File: config.mk
export PLATFORM = sky130hd
export DESIGN_NAME = noc_credit_rx_buffer
export DESIGN_NICKNAME = d
export VERILOG_FILES = /design/src/rtl/noc_credit_rx_buffer.sv
export SDC_FILE = /design/constraint.sdc
export NUM_CORES = 2
export LEC_CHECK = 0
export ABC_AREA = 1
export BUFFER_PORTS_ARGS = -buffer_cell sky130_fd_sc_hd__buf_2
export CORE_UTILIZATION = 50
export CTS_CLUSTER_SIZE = 30
export DETAILED_ROUTE_END_ITERATION = 10
export GPL_ROUTABILITY_DRIVEN = 1
export HOLD_SLACK_MARGIN = 0.15
export PLACE_DENSITY = 0.65
export RECOVER_POWER = 25
export SETUP_SLACK_MARGIN = 0.2
export SYNTH_ARGS = -nofsm -noshare
export SYNTH_HDL_FRONTEND = slang
export SYNTH_SLANG_ARGS = --single-unit
File: constraint.sdc
create_clock -name clk -period 7.45 [get_ports clk]
set_input_delay 0.745 -clock clk [delete_from_list [all_inputs] [get_ports clk]]
set_output_delay 0.745 -clock clk [all_outputs]
set_load 0.01 [all_outputs]
File: src/rtl/noc_credit_rx_buffer.sv
// ---------------------------------------------------------------------------
// noc_credit_rx_buffer
//   Receive-side endpoint of a credit-based NoC link. Incoming flits are
//   stored in per-VC FIFOs and drained through a round-robin arbiter into a
//   registered output stage. Each flit that leaves its FIFO returns one
//   credit to the upstream as a one-cycle pulse on credit_ret.
//
//   Optional build macro: NOC_CREDIT_RX_BYPASS_EN
//     When defined, a flit arriving while every FIFO is empty and the output
//     stage can load goes straight into the output register (1-cycle latency).
//
// Ports
//   clk, rst          clock (rising edge), asynchronous active-high reset
//   in_valid/vc/data  incoming flit (always accepted, no ready)
//   out_valid/vc/data registered output flit
//   out_ready         consumer accept
//   credit_ret        per-VC one-cycle credit pulse (registered, one-hot)
//   vc_empty          per-VC FIFO empty flag (combinational)
//   ovf_err           per-VC sticky overflow flag
// ---------------------------------------------------------------------------

// Per-VC storage: simple circular FIFO with occupancy count.
module noc_credit_rx_fifo #(
    parameter int DATA_WIDTH = 64,
    parameter int FIFO_DEPTH = 16
) (
    input  logic                  clk,
    input  logic                  rst,
    input  logic                  push,
    input  logic                  pop,
    input  logic [DATA_WIDTH-1:0] wdata,
    output logic [DATA_WIDTH-1:0] rdata,
    output logic                  empty,
    output logic                  full
);
    localparam int PW = $clog2(FIFO_DEPTH);

    logic [DATA_WIDTH-1:0] mem [FIFO_DEPTH];
    logic [PW-1:0]         wr_ptr, rd_ptr;
    logic [PW:0]           count;

    // Storage is not reset; only pointers and count define validity.
    always_ff @(posedge clk) begin
        if (push) mem[wr_ptr] <= wdata;
    end

    always_ff @(posedge clk or posedge rst) begin
        if (rst) begin
            wr_ptr <= '0;
            rd_ptr <= '0;
            count  <= '0;
        end else begin
            if (push) wr_ptr <= wr_ptr + 1'b1;
            if (pop)  rd_ptr <= rd_ptr + 1'b1;
            case ({push, pop})
                2'b10:   count <= count + 1'b1;
                2'b01:   count <= count - 1'b1;
                default: count <= count;
            endcase
        end
    end

    // When full, wr_ptr == rd_ptr; a same-cycle push+pop reads the old head
    // combinationally before the edge overwrites that slot.
    assign rdata = mem[rd_ptr];
    assign empty = (count == '0);
    assign full  = (count == (PW+1)'(FIFO_DEPTH));
endmodule

module noc_credit_rx_buffer #(
    parameter int VC_NUM     = 4,
    parameter int DATA_WIDTH = 64,
    parameter int FIFO_DEPTH = 16,
    localparam int VC_W      = (VC_NUM > 1) ? $clog2(VC_NUM) : 1
) (
    input  logic                  clk,
    input  logic                  rst,
    input  logic                  in_valid,
    input  logic [VC_W-1:0]       in_vc,
    input  logic [DATA_WIDTH-1:0] in_data,
    output logic                  out_valid,
    output logic [VC_W-1:0]       out_vc,
    output logic [DATA_WIDTH-1:0] out_data,
    input  logic                  out_ready,
    output logic [VC_NUM-1:0]     credit_ret,
    output logic [VC_NUM-1:0]     vc_empty,
    output logic [VC_NUM-1:0]     ovf_err
);
    typedef struct packed {
        logic [VC_W-1:0]       vc;
        logic [DATA_WIDTH-1:0] data;
    } flit_t;

    flit_t                            out_q;
    logic                             out_vld;
    logic [VC_W-1:0]                  rr_ptr;

    logic [VC_NUM-1:0]                fifo_empty, fifo_full;
    logic [VC_NUM-1:0]                push, pop, ovf_set;
    logic [VC_NUM-1:0][DATA_WIDTH-1:0] fifo_rdata;

    logic                             load_en;
    logic                             bypass;
    logic                             gnt_any;
    logic [VC_W-1:0]                  gnt_vc;

    assign load_en = !out_vld || out_ready;

`ifdef NOC_CREDIT_RX_BYPASS_EN
    // Only legal when nothing is queued, so ordering within a VC is kept.
    assign bypass = (&fifo_empty) && load_en && in_valid;
`else
    assign bypass = 1'b0;
`endif

    // Round-robin: first non-empty VC after rr_ptr, wrapping modulo VC_NUM.
    always_comb begin
        int              idx;
        logic [VC_W-1:0] sel;
        gnt_any = 1'b0;
        gnt_vc  = '0;
        idx     = 0;
        sel     = '0;
        for (int i = 1; i <= VC_NUM; i++) begin
            idx = (int'(rr_ptr) + i) % VC_NUM;
            sel = VC_W'(idx);
            if (!gnt_any && !fifo_empty[sel]) begin
                gnt_any = 1'b1;
                gnt_vc  = sel;
            end
        end
    end

    for (genvar v = 0; v < VC_NUM; v++) begin : g_vc
        logic hit;
        assign hit        = in_valid && (in_vc == VC_W'(v));
        assign pop[v]     = load_en && gnt_any && (gnt_vc == VC_W'(v));
        // Capacity is judged after this cycle's pop.
        assign push[v]    = hit && !bypass && (!fifo_full[v] || pop[v]);
        assign ovf_set[v] = hit && fifo_full[v] && !pop[v];

        noc_credit_rx_fifo #(
            .DATA_WIDTH (DATA_WIDTH),
            .FIFO_DEPTH (FIFO_DEPTH)
        ) u_fifo (
            .clk   (clk),
            .rst   (rst),
            .push  (push[v]),
            .pop   (pop[v]),
            .wdata (in_data),
            .rdata (fifo_rdata[v]),
            .empty (fifo_empty[v]),
            .full  (fifo_full[v])
        );
    end

    // Output stage, arbiter state, credit pulse and sticky overflow.
    always_ff @(posedge clk or posedge rst) begin
        if (rst) begin
            out_q      <= '0;
            out_vld    <= 1'b0;
            rr_ptr     <= VC_W'(VC_NUM - 1);
            credit_ret <= '0;
            ovf_err    <= '0;
        end else begin
            credit_ret <= '0;
            ovf_err    <= ovf_err | ovf_set;
            if (load_en) begin
                if (gnt_any) begin
                    out_vld    <= 1'b1;
                    out_q.vc   <= gnt_vc;
                    out_q.data <= fifo_rdata[gnt_vc];
                    rr_ptr     <= gnt_vc;
                    credit_ret <= VC_NUM'(1) << gnt_vc;
                end else if (bypass) begin
                    out_vld    <= 1'b1;
                    out_q.vc   <= in_vc;
                    out_q.data <= in_data;
                    rr_ptr     <= in_vc;
                    credit_ret <= VC_NUM'(1) << in_vc;
                end else begin
                    out_vld    <= 1'b0;
                end
            end
        end
    end

    assign out_valid = out_vld;
    assign out_vc    = out_q.vc;
    assign out_data  = out_q.data;
    assign vc_empty  = fifo_empty;
endmodule

==> impl_metrics.csv <==
group,metric,value,unit
placed_design,dp_slack,1.96,ns
cells_and_area,fillers,25900,
clocking,cts_buffers,428,
power,switchingPower,0.0312,W
timing,fin_tns_setup,0,ns
logic_synthesis,async_reset_ff_share,3.05,%
min_path,worstHoldStart,"in_vc[1]",
setup_path,worstPathBufferInverterCount,4,
floorplan,design.core.area,0.328,mm²
drt,drt_wl_total,521,mm
setup_path,criticalPathCategory,"flop to flop",
drt,routedWlPerCell,30.5,µm
grt,grt_pass1_vias,102000,
setup_path,worst_path_max_delay_cell,"nor2_4",
floorplan,die_y,577,µm
floorplan,core.rowCount,210,
timing,worst_slack,1.87,ns
cells_and_area,drive_gt1_share,8.37,%
grt,grt_pass1_wl,737,mm
setup_path,r2r-start,"rr_ptr[0]$_DFFE_PP1P_",
timing,finClkSkew,0.0592,ns
setup_path,cp-start-kind,"flop",
power,clkPwrFrac,27.7,%
outcome,violations,"max-capacitance violations, max-slew violations",
setup_path,crit_arrival,6.20,ns
power,sequentialPowerShare,37.2,%
timing,period_share,74.9,%
drt,dr.pass1.iters,7,
placed_design,place_congestion,0.965,
logic_synthesis,yosys_warnings,0,
power,p_per_area,414,mW/mm²
clocking,cts_tree,"built",
clocking,h-tree-depth,5,
setup_path,crit_path_end_kind,"flop",
power,p_int,0.0453,W
placed_design,dpl.hpwl,293,mm
timing,setup_violations,0,
grt,grt_usage,30.9,%
logic_synthesis,synth_cell_types,42,
logic_synthesis,yosysMostFrequentCell,"edfxtp_1",
power,power.leakage,60.6,nW
logic_synthesis,synth_top_cell_area_share,74.5,%
timing,hold_viol_final,0,
clocking,cts_resized,0,
logic_synthesis,synth_area,0.165,mm²
drt,drtAntennaViolNets,0,
outcome,outcome,"finished with violations",
setup_path,path_cells,"inv_1, nand4_1, nand3_1, nand2_1, nand3_1, nand2_1, nand2_1, nand2_2, inv_2, nor2_2, buf_4, nand2_1, a21oi_4, nand2_1, nor2_4, buf_4",
timing,relSlewSlack,-213,%
power,sw_frac_of_total,40.8,%
logic_synthesis,syn_nets,12500,
setup_path,critPathMaxStageDelay,1.05,ns
timing,worstMarginPinSlew,4.69,ns
cells_and_area,multi_input_area,0.0352,mm²
setup_path,cp_common_cell,"nand2_1",
floorplan,die_w,577,µm
logic_synthesis,synth_area_leader_cell,"edfxtp_1",
clocking,clock_sink_count,4225,
grt,grt-ovfl-total,0,
logic_synthesis,ys_ff_latch,4225,
clocking,clockBufferDepth,4,
placed_design,portBuffers,148,
cells_and_area,area_growth,11.8,%
clocking,clk_pin_slew,0.06,ns
floorplan,dieArea,0.333,mm²
setup_path,worst_ep_required_time,8.07,ns
logic_synthesis,synth_area_per_cell,13.3,µm²
setup_path,startpoint,"rr_ptr[0]$_DFFE_PP1P_",
logic_synthesis,synth.area.top_cells,"edfxtp_1 (74%), o21ai_0 (5.4%), nor2_1 (3.7%)",
logic_synthesis,netlist_instances,12400,
cells_and_area,fin_util,56.3,%
power,combPwrFrac,35.2,%
timing,rsz0062_at_grt,"false",
setup_path,path_max_fanout,30,
grt,grt_max_degree,212,
drt,detailroute.via_count,108000,
setup_path,path_delay_family,"simple AND/OR/NAND/NOR gates",
clocking,clk_latency,0.99,ns
cells_and_area,regArea,0.126,mm²
timing,worst_hold_slack,0.241,ns
timing,max_freq,179,MHz
grt,antenna_found_initial,54,
logic_synthesis,synthFlopType,"edfxtp_1",
run,drv_cap,48,
cells_and_area,nNetsFinal,12500,
drt,drt_first_iter_violations,15600,
clocking,post_cts_buffers,0,
timing,slew_violations,2773,
power,ir_worst_vdd,0.000497,V
drt,drc,0,
floorplan,initial_utilization,50.4,%
min_path,hp-class,"input port to flop",
timing,min_period,5.58,ns
floorplan,ios,149,
logic_synthesis,synth_common_cells,"edfxtp_1 (4096), o21ai_0 (1781), nor2_1 (1619), nand2_1 (1474), clkbuf_1 (761)",
logic_synthesis,synth-edff-count,4096,
drt,via_per_inst,6.30,
logic_synthesis,synth_seq_area_share,76.5,%
clocking,root_buffer,"clkbuf_16",
## repair_timing
action                                  4_1_cts  5_1_grt
hold buffers                                  3        0
hold endpoints to repair                     76        0
endpoints found under the setup margin        0        0
## worst register-to-register path, cell delays in order (launching register included)
cell	delay, ns
dfstp_2	0.67
inv_1	0.24
nand4_1	0.23
nand3_1	0.13
nand2_1	0.13
nand3_1	0.10
nand2_1	0.09
nand2_1	0.06
nand2_2	0.33
inv_2	0.16
nor2_2	0.11
buf_4	0.35
nand2_1	0.29
a21oi_4	0.40
nand2_1	0.34
nor2_4	1.05
buf_4	0.51
## layer usage
| layer | up-vias | track usage, % | routed length, µm |
|---|---|---|---|
| met3 | 1109 | 6.75 | 57700 |
| li1 | 46100 | - | - |
| met2 | 6440 | 47.6 | 236000 |
| met1 | 53900 | 40.7 | 192000 |
| met5 | - | 0 | 90 |
| met4 | 14 | 18.0 | 35100 |
## power by group through the flow
stage / clock network (W) / logic [W] / registers, W
3_5_place_dp: 0 / 0.0262 / 0.0288
5_1_grt: 0.0222 / 0.0283 / 0.0284
4_1_cts: 0.0213 / 0.0263 / 0.0283
3_3_place_gp: 0 / 0.0259 / 0.0288
6_report: 0.0212 / 0.0269 / 0.0284
2_1_floorplan: 0 / 0.0146 / 0.0279
## placed cells by master, fill, tap and decap left out, drive strengths merged
cell	count
edfxtp	4096
o21ai	1787
nor2	1623
nand2	1483
clkbuf	595
nand3	547
a21oi	439
o221ai	403
buf	320
inv	297
o22ai	241
clkinv	189
nand4	178
dfrtp	127
a221oi	83
o21a	73
o211ai	47
bufinv	38
ha	34
xor2	30
diode	22
a31oi	19
xnor2	10
or2	9
o41ai	8
clkinvlp	7
nor3	6
a211oi	5
o21bai	4
dlygate4sd3	3
dfstp	2
a21boi	1
a21o	1
nand3b	1
fa	1
## registers in the layout, indices dropped and copies added (netlist names)
name and flops:
g_vc.u_fifo.mem 4096, out_data 64, g_vc.u_fifo.count 20, g_vc.u_fifo.rd_ptr 16, g_vc.u_fifo.wr_ptr 16, credit_ret 4, ovf_err 4, out_vc 2
rr_ptr 2, out_valid 1
## final cells by class
cell class / instances / share of cell area, %
diodes: 22 / 0.0298
clock buffers: 544 / 6.14
clock inverters: 243 / 1.28
inverters: 288 / 0.623
multi-input cells: 7033 / 19.1
flip-flops and latches: 4225 / 68.4
well taps: 4346 / 2.95
repair buffers: 374 / 1.52
## worst paths after layout
kind                                                   endpoint  cells after the start  slack, ns
max in group asynchronous  g_vc[0].u_fifo.rd_ptr[3]$_DFFE_PP0P_                      4       5.42
min reg2reg                                ovf_err[1]$_DFF_PP0_                      1       0.48
max reg2reg                 g_vc[2].u_fifo.mem[6][42]$_DFFE_PP_                     16       1.87
min                        g_vc[1].u_fifo.wr_ptr[0]$_DFFE_PP0P_                      4       0.24
min in group asynchronous               credit_ret[2]$_DFF_PP0_                      3       0.43
max                         g_vc[2].u_fifo.mem[6][42]$_DFFE_PP_                     16       1.87
## cell families (layout without fill, tap and decap cells)
family	after synthesis	after routing	synth area share, %
AND/OR/NAND/NOR	3847	3847	9.49
AO/OA/AOI/OAI	3111	3111	11.0
other	0	22	0
XOR/XNOR	40	40	0.212
buffers and inverters	1134	1449	2.61
adder cells (fa/ha/maj)	35	35	0.270
flip-flops	4225	4225	76.5
## stage by stage
stage               area (µm²)  total power (W)  std cells
floorplan               165000           0.0425      12400
global placement        171000           0.0547      16300
detailed placement      171000           0.0550      16300
CTS                     185000           0.0759      17100
global route            185000           0.0789      17100
finish                  185000           0.0765      17100
No activity file was read; power rests on OpenSTA's default activity.
